--- config.mk ---
export PLATFORM = sky130hd
export DESIGN_NAME = aes_key_expansion
export DESIGN_NICKNAME = d
export VERILOG_FILES = /design/src/rtl/SubBytes.sv /design/src/rtl/aes_key_expansion.sv
export SDC_FILE = /design/constraint.sdc
export NUM_CORES = 2
export LEC_CHECK = 0
export BUFFER_PORTS_ARGS = -buffer_cell sky130_fd_sc_hd__buf_2
export CAP_MARGIN = 20
export CORE_AREA = 2 2 596 598
export DETAILED_ROUTE_END_ITERATION = 6
export DIE_AREA = 0 0 598 600
export PLACE_DENSITY_LB_ADDON = 0.25
export SLEW_MARGIN = 40
export SYNTH_ARGS = -nofsm -noshare
export SYNTH_HDL_FRONTEND = slang
export SYNTH_SLANG_ARGS = --single-unit
--- constraint.sdc ---
create_clock -name CLK -period 6 [get_ports CLK]
set_input_delay 1.2 -clock CLK [delete_from_list [all_inputs] [get_ports CLK]]
set_output_delay 1.2 -clock CLK [all_outputs]
set_load 0.02 [all_outputs]
--- src/rtl/SubBytes.sv ---
// rtl/SubBytes.sv - combinational AES forward S-box, one byte in, one byte out
module SubBytes (
    input  logic [7:0] din,
    output logic [7:0] dout
);

    // Entry i lives at bits [8*(255-i) +: 8], so the first-listed byte maps to input 00.
    localparam logic [2047:0] SBOX = {
        128'h637c777bf26b6fc53001672bfed7ab76,
        128'hca82c97dfa5947f0add4a2af9ca472c0,
        128'hb7fd9326363ff7cc34a5e5f171d83115,
        128'h04c723c31896059a071280e2eb27b275,
        128'h09832c1a1b6e5aa0523bd6b329e32f84,
        128'h53d100ed20fcb15b6acbbe394a4c58cf,
        128'hd0efaafb434d338545f9027f503c9fa8,
        128'h51a3408f929d38f5bcb6da2110fff3d2,
        128'hcd0c13ec5f974417c4a77e3d645d1973,
        128'h60814fdc222a908846eeb814de5e0bdb,
        128'he0323a0a4906245cc2d3ac629195e479,
        128'he7c8376d8dd54ea96c56f4ea657aae08,
        128'hba78252e1ca6b4c6e8dd741f4bbd8b8a,
        128'h703eb5664803f60e613557b986c11d9e,
        128'he1f8981169d98e949b1e87e9ce5528df,
        128'h8ca1890dbfe6426841992d0fb054bb16
    };

    assign dout = SBOX[{~din, 3'b000} +: 8];

endmodule

--- src/rtl/aes_key_expansion.sv ---
// rtl/aes_key_expansion.sv - sequential AES-128 key schedule, one round key per clock
module aes_key_expansion (
    input  logic            CLK,
    input  logic            RESET,
    input  logic            KE_START,
    input  logic [127:0]    KE_KEY,
    output logic            KE_BUSY,
    output logic            KE_DONE,
    output logic [1407:0]   ROUND_KEYS
);

    typedef enum logic [1:0] {
        S_IDLE   = 2'd0,
        S_EXPAND = 2'd1,
        S_DONE   = 2'd2
    } state_t;

    state_t          state_q, state_d;
    logic [3:0]      rnd_q, rnd_d;
    logic [127:0]    w_q, w_d;
    logic [1407:0]   rk_q, rk_d;

    logic [31:0]     w0, w1, w2, w3;
    logic [31:0]     rot_w, sub_w, t;
    logic [31:0]     n0, n1, n2, n3;
    logic [7:0]      rcon;

    assign w0 = w_q[127:96];
    assign w1 = w_q[95:64];
    assign w2 = w_q[63:32];
    assign w3 = w_q[31:0];

    assign rot_w = {w3[23:0], w3[31:24]};

    for (genvar b = 0; b < 4; b++) begin : g_sbox
        SubBytes u_sbox (
            .din  (rot_w[8*b +: 8]),
            .dout (sub_w[8*b +: 8])
        );
    end

    always_comb begin
        case (rnd_q)
            4'd1:    rcon = 8'h01;
            4'd2:    rcon = 8'h02;
            4'd3:    rcon = 8'h04;
            4'd4:    rcon = 8'h08;
            4'd5:    rcon = 8'h10;
            4'd6:    rcon = 8'h20;
            4'd7:    rcon = 8'h40;
            4'd8:    rcon = 8'h80;
            4'd9:    rcon = 8'h1b;
            4'd10:   rcon = 8'h36;
            default: rcon = 8'h00;
        endcase
    end

    assign t  = sub_w ^ {rcon, 24'h0};
    assign n0 = w0 ^ t;
    assign n1 = w1 ^ n0;
    assign n2 = w2 ^ n1;
    assign n3 = w3 ^ n2;

    always_comb begin
        state_d = state_q;
        rnd_d   = rnd_q;
        w_d     = w_q;
        rk_d    = rk_q;
        case (state_q)
            S_IDLE: begin
                if (KE_START) begin
                    w_d          = KE_KEY;
                    rk_d[127:0]  = KE_KEY;
                    rnd_d        = 4'd1;
                    state_d      = S_EXPAND;
                end
            end
            S_EXPAND: begin
                w_d = {n0, n1, n2, n3};
                for (int s = 1; s <= 10; s++) begin
                    if (rnd_q == 4'(s))
                        rk_d[128*s +: 128] = {n0, n1, n2, n3};
                end
                if (rnd_q == 4'd10)
                    state_d = S_DONE;
                else
                    rnd_d = rnd_q + 4'd1;
            end
            S_DONE: begin
                if (!KE_START)
                    state_d = S_IDLE;
            end
            default: state_d = S_IDLE;
        endcase
    end

    always_ff @(posedge CLK or negedge RESET) begin
        if (!RESET) begin
            state_q <= S_IDLE;
            rnd_q   <= 4'd0;
            w_q     <= '0;
            rk_q    <= '0;
        end else begin
            state_q <= state_d;
            rnd_q   <= rnd_d;
            w_q     <= w_d;
            rk_q    <= rk_d;
        end
    end

    assign KE_BUSY    = (state_q == S_EXPAND);
    assign KE_DONE    = (state_q == S_DONE);
    assign ROUND_KEYS = rk_q;

endmodule
==> flow_summary.json <==
{
  "crit_type": "reg -> reg",
  "cts_tree": "yes",
  "yosys_warnings": 0,
  "synth_seq_cells": 1542,
  "cts.clk_slew.worst_paths_ps": 60,
  "avgSynthCellArea_um2": 9.16,
  "ios": 1541,
  "yosys.cell_types.count": 125,
  "min_period_ps": 5050,
  "setup_viol": 0,
  "drcViolationCount": 1,
  "drtPass1Iterations": 7,
  "final_max_slew_viol_count": 0,
  "cap_violations": 0,
  "insertion_delay_ps": 920,
  "outcome": "finished, violations left",
  "place_congestion": 0.990,
  "overflow": 0,
  "syn_inst": 8196,
  "report.final.hold_viol_count": 0,
  "fin_skew_ps": 111,
  "cts-root-buf": "clkbuf_16",
  "grt_max_degree": 166,
  "cp_cell_sequence": "buf_4 -> inv_2 -> ha_1 -> and2_1 -> o21ai_0 -> a32oi_1 -> o311ai_1 -> a32oi_4 -> nor2_1 -> a2111o_1 -> mux2i_1 -> o21ai_0",
  "routed-via-count": 69700,
  "cp-start-kind": "flip-flop",
  "synth_area_leaders": "dfrtp_1, nand2_1, o21ai_0",
  "track_usage_pct": 23.2,
  "grt_pass1_wl_um": 584000,
  "dpl.hpwl_um": 322000,
  "synth_area_um2": 75100,
  "synth_top_cell_by_area": "dfrtp_1",
  "wire_per_inst_um": 30.4,
  "cp_data_required_time_ps": 6660,
  "endpoint_kind": "flip-flop",
  "crit_slowest_cell": "a2111o_1",
  "synth.most_common_cell": "nand2_1",
  "seq_area_um2": 38600,
  "fin_crit_sh_pct": 84.2,
  "rows": 218,
  "worst_pin_slew_ps": 975,
  "reg2reg_depth": 12,
  "ctsLongestPathBuffers": 4,
  "min_path_type": "in -> async",
  "drive_above_1_share_pct": 26.0,
  "start_util_pct": 21.3,
  "htreeDepth": 4,
  "ant_nets": 0,
  "clock.fmax_mhz": 198,
  "relSlewSlack_pct": 35.0,
  "violations": "design-rule violations",
  "wirelength_um": 434000,
  "yosysTopAreaCellShare_pct": 51.4,
  "viasPerCell": 4.88,
  "slowest_delay_ps": 770,
  "ys_seq_area_share_pct": 51.4,
  "area_delta_synth_final_pct": 27.6,
  "rsz0062_at_grt": "false",
  "path_common_cell": "o21ai_0",
  "fillers": 38100,
  "antenna_found_initial": 80,
  "clock-sinks": 1542,
  "die_x_um": 598,
  "cts_made_buffers": 191,
  "grt_pass1_vias": 65800,
  "multi_input_area_um2": 33600,
  "ys.flop_type": "dfrtp_1",
  "dieArea_um2": 359000,
  "synthTopCellsByCount": "nand2_1, dfrtp_1, o21ai_0",
  "synth-edff-count": 0,
  "cts_hold_buf": 0,
  "fin_setup_tns_ps": 0,
  "path_max_fanout": 15,
  "core_region_area_um2": 352000,
  "synthArstFlopShare_pct": 100,
  "post-cts-setup-buffers": 0,
  "cts-resized-gates": 0,
  "die_y_um": 600,
  "critPathArrivalTime_ps": 5710,
  "syn_nets": 8391,
  "port_buffers": 1540,
  "drt_iter0_drc": 7918,
  "fin_nets": 9683
}
[cell families after synthesis]
family / share of synthesized area [%]
AOI/OAI and AO/OA: 20.2
DFF: 51.4
adders and majority gates: 1.08
and+or+nand+nor: 16.9
xor gates and xnor gates: 3.18
buffers and inverters: 5.18
muxes: 1.99
[placed cells by master (no fill, tap or decap), drive strengths merged, types with 59 or more instances in the layout]
master and n:
a211oi 72, a21oi 283, a31oi 72, buf 1897, clkbuf 274, dfrtp 1542
ha 63, inv 97, nand2 1894, nand2b 117, nand3 146, nor2 224
nor2b 100, nor3 138, o21ai 1408, o311ai 59, xnor2 116
[routing by layer]
layer | routed length (µm) | vias to the layer above | part of all wire, % | global-route usage [%]
met1 | 172000 | 34400 | 40 | 28.8
met2 | 197000 | 3392 | 45 | 36.5
met5 | 106 | - | 0.024 | 0
met3 | 34200 | 769 | 7.9 | 5.34
met4 | 31000 | 16 | 7.1 | 14.6
li1 | - | 31200 | - | -
[worst max-delay path, delay by kind of cell, from the launching register on]
kind / cells / cell delay, ps
compound gates: 6 / 2500
fa+ha+maj: 1 / 740
buf+inv: 2 / 310
flops: 1 / 320
mux: 1 / 280
simple gates: 2 / 640
[through the flow]
step	setup slack, ps	instances	util [%]	instance area (µm²)	hold slack, ps
after floorplan	2100	8196	-	75100	469
after global placement	1200	13900	25.3	89000	454
after detailed placement	1230	13900	25.3	89200	457
after CTS	1180	14200	27.1	95500	275
after global routing	802	14300	27.2	95700	161
final	948	14300	27.2	95800	182
[registers in the layout, indices dropped and copies added, names as in the netlist]
signal and count:
state_q 2, w_q 128, rnd_q 4, ROUND_KEYS 1408
[area by class of cell]
cell class                 count  share of cell area (%)
sequential                  1542                    40.3
timing repair buffer        1897                    11.5
multi-input combinational   5760                    35.0
antenna                       41                   0.107
clock inverter                62                   0.807
inverter                      96                   0.384
tap                         4620                    6.04
clock buffer                 274                    5.79
[path summary, 6_finish.rpt]
kind,slack (ps),from,end
setup / recovery,950,w_q[17]$_DFFE_PN0P_,ROUND_KEYS[1306]$_DFFE_PN0P_
hold / removal,180,RESET,ROUND_KEYS[759]$_DFFE_PN0P_
setup reg to reg,950,w_q[17]$_DFFE_PN0P_,ROUND_KEYS[1306]$_DFFE_PN0P_
hold reg to reg,470,ROUND_KEYS[87]$_DFFE_PN0P_,ROUND_KEYS[87]$_DFFE_PN0P_
max in group asynchronous,3880,RESET,ROUND_KEYS[1298]$_DFFE_PN0P_
min in group CLK,470,ROUND_KEYS[87]$_DFFE_PN0P_,ROUND_KEYS[87]$_DFFE_PN0P_
Power is not shown: default switching activity piles up to over one toggle a cycle in this logic, so the estimate is an artifact.
